File: config.mk
export PLATFORM = sky130hd
export DESIGN_NAME = fetch_unit_flat
export DESIGN_NICKNAME = d
export VERILOG_FILES = /design/src/rtl/fetch_if.sv /design/src/rtl/fetch_unit.sv /design/src/flat_wrapper.sv
export SDC_FILE = /design/constraint.sdc
export NUM_CORES = 1
export LEC_CHECK = 0
export ABC_AREA = 1
export CORE_MARGIN = 2
export CORE_UTILIZATION = 50
export DETAILED_ROUTE_END_ITERATION = 7
export PLACE_DENSITY = 0.84
export SYNTH_ARGS = -nofsm -noshare
export SYNTH_HDL_FRONTEND = slang
export SYNTH_SLANG_ARGS = --single-unit
export TNS_END_PERCENT = 5
File: constraint.sdc
create_clock -name clk -period 2.5 [get_ports clk]
set_input_delay 0.25 -clock clk [delete_from_list [all_inputs] [get_ports clk]]
set_output_delay 0.25 -clock clk [all_outputs]
set_load 0.01 [all_outputs]
File: src/rtl/fetch_if.sv
// fetch_if: fetch unit bus to instruction memory, redirect source and decode stage
interface fetch_if;
  logic [15:0] imem_addr, imem_data, redirect_pc, id_instr, id_pc;
  logic redirect_valid, id_valid, id_ready;
  modport master(output imem_addr, id_valid, id_instr, id_pc,
                 input imem_data, redirect_valid, redirect_pc, id_ready);
  modport slave(input imem_addr, id_valid, id_instr, id_pc,
                output imem_data, redirect_valid, redirect_pc, id_ready);
endinterface

File: src/rtl/fetch_unit.sv
// fetch_unit: PC generator feeding a 2-entry {pc,instr} buffer; FETCH_PERF_CNT_EN adds fetch_cnt pop counter
module fetch_unit #(
  parameter logic [15:0] RESET_PC = 16'h0000
) (
  input logic clk,
  input logic rst,
  fetch_if.master bus
`ifdef FETCH_PERF_CNT_EN
  ,
  output logic [15:0] fetch_cnt
`endif
);
  localparam logic [15:0] RST_PC = {RESET_PC[15:1], 1'b0};
  logic [15:0] pc_q, pc_d, pc0_q, pc0_d, in0_q, in0_d, pc1_q, pc1_d, in1_q, in1_d;
  logic [1:0] cnt_q, cnt_d, cnt_mid;
  logic pop, push, wr0, wr1;
  assign bus.imem_addr = pc_q;
  assign bus.id_valid = cnt_q != 2'd0;
  assign bus.id_pc = bus.id_valid ? pc0_q : 16'h0000;
  assign bus.id_instr = bus.id_valid ? in0_q : 16'h0000;
  assign pop = bus.id_valid & bus.id_ready;
  assign push = ~bus.redirect_valid & ((cnt_q != 2'd2) | pop);
  // Entry 0 is the head; a pop shifts entry 1 down before the new word lands in the first free slot
  always_comb begin
    cnt_mid = cnt_q - {1'b0, pop};
    wr0 = push & (cnt_mid == 2'd0);
    wr1 = push & (cnt_mid == 2'd1);
    pc0_d = wr0 ? pc_q : pop ? pc1_q : pc0_q;
    in0_d = wr0 ? bus.imem_data : pop ? in1_q : in0_q;
    pc1_d = wr1 ? pc_q : pc1_q;
    in1_d = wr1 ? bus.imem_data : in1_q;
    cnt_d = bus.redirect_valid ? 2'd0 : cnt_mid + {1'b0, push};
    pc_d = bus.redirect_valid ? {bus.redirect_pc[15:1], 1'b0} : push ? pc_q + 16'd2 : pc_q;
  end
  always_ff @(posedge clk) begin
    if (!rst) begin
      pc_q <= RST_PC;
      cnt_q <= 2'd0;
      pc0_q <= 16'h0000;
      in0_q <= 16'h0000;
      pc1_q <= 16'h0000;
      in1_q <= 16'h0000;
    end else begin
      pc_q <= pc_d;
      cnt_q <= cnt_d;
      pc0_q <= pc0_d;
      in0_q <= in0_d;
      pc1_q <= pc1_d;
      in1_q <= in1_d;
    end
  end
`ifdef FETCH_PERF_CNT_EN
  logic [15:0] fetch_cnt_q, fetch_cnt_d;
  // Pops discarded by a redirect are not counted as delivered instructions
  always_comb fetch_cnt_d = (pop & ~bus.redirect_valid & (fetch_cnt_q != 16'hFFFF)) ? fetch_cnt_q + 16'd1 : fetch_cnt_q;
  always_ff @(posedge clk) begin
    if (!rst) fetch_cnt_q <= 16'h0000;
    else fetch_cnt_q <= fetch_cnt_d;
  end
  assign fetch_cnt = fetch_cnt_q;
`endif
endmodule

File: src/flat_wrapper.sv
// flat-port wrapper written by rule: the top's interface ports become plain ports
module fetch_unit_flat 
#(
  parameter logic [15:0] RESET_PC = 16'h0000
)
  (clk, rst, bus_imem_addr, bus_id_valid, bus_id_instr, bus_id_pc, bus_imem_data, bus_redirect_valid, bus_redirect_pc, bus_id_ready);
  fetch_if bus_i ();
  input logic clk;
  input logic rst;
  output wire logic [$bits(bus_i.imem_addr)-1:0] bus_imem_addr;
  output wire logic [$bits(bus_i.id_valid)-1:0] bus_id_valid;
  output wire logic [$bits(bus_i.id_instr)-1:0] bus_id_instr;
  output wire logic [$bits(bus_i.id_pc)-1:0] bus_id_pc;
  input wire logic [$bits(bus_i.imem_data)-1:0] bus_imem_data;
  input wire logic [$bits(bus_i.redirect_valid)-1:0] bus_redirect_valid;
  input wire logic [$bits(bus_i.redirect_pc)-1:0] bus_redirect_pc;
  input wire logic [$bits(bus_i.id_ready)-1:0] bus_id_ready;
  assign bus_imem_addr = bus_i.imem_addr;
  assign bus_id_valid = bus_i.id_valid;
  assign bus_id_instr = bus_i.id_instr;
  assign bus_id_pc = bus_i.id_pc;
  assign bus_i.imem_data = bus_imem_data;
  assign bus_i.redirect_valid = bus_redirect_valid;
  assign bus_i.redirect_pc = bus_redirect_pc;
  assign bus_i.id_ready = bus_id_ready;
  fetch_unit #(.RESET_PC(RESET_PC)) u_core (.clk(clk), .rst(rst), .bus(bus_i));
endmodule
==> run_results.csv <==
group,metric,value,unit
worst_setup_path,r2r_start,"u_core.cnt_q[1]$_SDFF_PP0_",
floorplanning,die_width,90.99,µm
clocking,ctsHtreeMaxLevel,3,
clocking,cts_inserted_buffers,9,
detailed_routing,routed_wire_length_per_instance,12.96,µm
finish,syn2layout_area_growth,28.97,%
detailed_routing,post_dr_vias_cell,5.152,
clocking,clkSlewWorstSetupHoldPaths,80,ps
grt,grt_first_pass_wirelength,16350,µm
clocking,clock_tree.root_cell,"clkbuf_8",
clocking,cts_resized,0,
synthesis,asyncSetResetFlopFracSynth,0,%
timing,finalClockSkew,10.39,ps
clocking,clkSinkCount,79,
finish,n_fill_cell,635,
synthesis,synth_largest_area_cell,"dfxtp_1",
synthesis,syn_area,0.003784,mm²
clocking,cts_max_path_buffers,2,
timing,slew_viols_final,0,
synthesis,post_synth_main_area_contributors,"dfxtp_1 (42%), nor2_1 (17%), o21ai_0 (13%)",
synthesis,synthesis.area_per_instance,6.435,µm²
floorplanning,rows,31,
flow_run,number_of_maximum_capacitance_violations,0,
detailed_routing,routed_wl,9835,µm
worst_hold_path,hold_path_end,"u_core.in1_q[11]$_SDFFE_PN0P_",
pwr,vdd_drop_max,0.3105,mV
worst_setup_path,timing.critical_path.to_type,"output port",
grt,grt_usage,23.92,%
synthesis,synth_top_cells_by_count,"nor2_1 (174), o21ai_0 (100), nand2_1 (80), dfxtp_1 (79), inv_1 (58)",
timing,post-route-worst-setup-slack,345.5,ps
worst_hold_path,hold_start,"rst",
timing,fmax,464.1,MHz
timing,worstMarginPinSlew,618.4,ps
timing,rsz0062_at_grt,"false",
synthesis,yosys.area.top_type_share,41.80,%
pwr,power_per_cell_area,641.1,mW/mm²
clocking,clock_tree_from_tritoncts,"built",
grt,first_global_vias,3614,
timing,report.final.hold_viol_count,0,
placed_design,dp_hpwl,6486,µm
synthesis,ys.flop_type,"dfxtp_1",
synthesis,syn_warnings,0,
synthesis,share_of_the_yosys_chip_area_belonging_to_registers,41.80,%
grt,initial_antenna_violation_count,0,
synthesis,count_of_flip_flops_with_a_built_in_enable_after_synthesis,0,
pwr,power,0.003128,W
placed_design,dpl_worst_slack,331.1,ps
worst_setup_path,critical_path_class,"reg -> out",
floorplanning,floorplan.initialDensity,51.89,%
pwr,share_comb_of_total_power,17.5,%
floorplanning,standard_cell_core_area,0.007292,mm²
grt,grt_start_max_net_pins,63,
grt,overflow,0,
detailed_routing,antenna_violating_nets_post_route,0,
worst_setup_path,reg2regPathDepth,10,
pwr,clkPwrFrac,36.8,%
pwr,cellInternalPower,0.002262,W
synthesis,netlist-cell-type-count,28,
floorplanning,die_h,90.99,µm
detailed_routing,drtPass1Iterations,5,
floorplanning,i_o_pin_count,85,
floorplanning,design.die.area,0.008279,mm²
synthesis,syn-instance-count,588,
outcome,outcome,"finished clean",
placed_design,port_buffers,81,
timing,period_share,86.18,%
timing,maxSlewHeadroom,58.72,%
worst_setup_path,r2r-end,"u_core.in1_q[5]$_SDFFE_PN0P_",
pwr,power.net_switching,0.0008662,W
pwr,leakage,1.951,nW
clocking,post_cts_buffers,0,
finish,antenna_cells_inserted,0,
worst_setup_path,reg2reg_slack,560,ps
pwr,p_seq_share,45.7,%
worst_setup_path,required,2250,ps
pwr,switching_share,27.69,%
detailed_routing,dr.first_iter.drc_count,192,
worst_setup_path,worstPathArrival,1900,ps
timing,fin_tns_setup,0,ps
clocking,cts_hold_buffers,0,
worst_hold_path,worst_hold_path.num_cells,3,
finish,num-nets-final,693,
synthesis,yosysMostFrequentCell,"nor2_1",
detailed_routing,drcViolationCount,0,
clocking,clkLatencyLatePin,370,ps
placed_design,finalWeightedCongestion,0.8706,
worst_hold_path,hold_class,"in -> reg",
timing,setup_violations,0,
worst_setup_path,worstSetupStartpointType,"register",
finish,drive_gt1_share,5.758,%
worst_setup_path,critical_path.max_fanout,32,
synthesis,synth-seq-cells,79,
timing,final.min_clock_period,2155,ps
detailed_routing,vias,3910,
==> logic make-up after synthesis <==
logic type	synth area share, %
AND/OR/NAND/NOR	29.53
AO/OA/AOI/OAI	16.90
buffers and inverters	10.32
flip-flops	41.80
XOR/XNOR	0.6946
adder cells (fa/ha/maj)	0.6613
other	0.09911
==> worst max path at each step <==
stage,startpoint,endpoint,slack (ps),cells past startpoint
finish,u_core.cnt_q[1]$_SDFF_PP0_,bus_id_pc[8],350,4
global route,u_core.cnt_q[1]$_SDFF_PP0_,bus_id_pc[8],250,4
CTS,u_core.cnt_q[1]$_SDFF_PP0_,bus_id_pc[8],330,4
detailed placement,bus_id_ready,u_core.in1_q[12]$_SDFFE_PN0P_,330,10
global placement,bus_id_ready,u_core.pc1_q[2]$_SDFFE_PN0P_,400,10
floorplan,u_core.cnt_q[1]$_SDFF_PP0_,u_core.in1_q[0]$_SDFFE_PN0P_,640,11
==> worst max-delay path, cell delays in order (launching register included) <==
cell and delay [ps]:
dfxtp_1 370, nor2_2 200, buf_4 360, nor2_1 120, clkdlybuf4s50_1 500
==> placed cells by master, fill, tap and decap left out, types with 7 or more instances in the layout <==
| master | synthesis | layout |
|---|---|---|
| o21ai_1 | 7 | 7 |
| dfxtp_1 | 79 | 79 |
| o21ai_0 | 100 | 100 |
| nand2_1 | 80 | 80 |
| inv_1 | 58 | 58 |
| clkbuf_8 | 0 | 9 |
| a21oi_1 | 14 | 14 |
| nor2_1 | 174 | 174 |
| nand3_1 | 13 | 13 |
| clkdlybuf4s50_1 | 0 | 80 |
| buf_4 | 2 | 7 |
==> power by group through the flow <==
stage	clock network [W]	logic, W	registers [W]
final	0.00115	0.000548	0.00143
after global routing	0.00122	0.000617	0.00144
after CTS	0.00116	0.000548	0.00143
after detailed placement	0	0.000542	0.00146
after global placement	0	0.000524	0.00145
after floorplan	0	0.000340	0.00145
==> metrics by stage <==
| step | util, % | hold slack (ps) | std cells | instance area, µm² |
|---|---|---|---|---|
| after floorplan | - | 384.5 | 589 | 3787 |
| after global placement | 63.56 | 462.3 | 743 | 4634 |
| after detailed placement | 63.56 | 473.3 | 743 | 4634 |
| after CTS | 66.92 | 310.5 | 759 | 4880 |
| after global routing | 66.92 | 338.8 | 759 | 4880 |
| final | 66.92 | 332.7 | 759 | 4880 |
==> metal layers <==
| layer | global-route usage [%] | wire, µm |
|---|---|---|
| met3 | 5.394 | 656 |
| met1 | 30.62 | 4316 |
| met2 | 40.25 | 4730 |
| met5 | 0 | 0 |
| met4 | 7.197 | 131 |
==> area by class of cell <==
class                           instances  area, µm²  area share [%]
Clock buffer                            9      123.9           2.538
Clock inverter                          7      121.4           2.487
Inverter                               62      235.2           4.821
Multi-Input combinational cell        414       1815           37.21
Sequential cell                        79       1582           32.41
Tap cell                               99      123.9           2.538
Timing Repair Buffer                   89      878.3           18.00
==> registers in the layout (all words and copies together), names as in the netlist <==
signal,count
u_core.cnt_q,2
u_core.bus.imem_addr,15
u_core.pc1_q,15
u_core.pc0_q,15
u_core.in1_q,16
u_core.in0_q,16
Power figures use the tool's default switching activity.
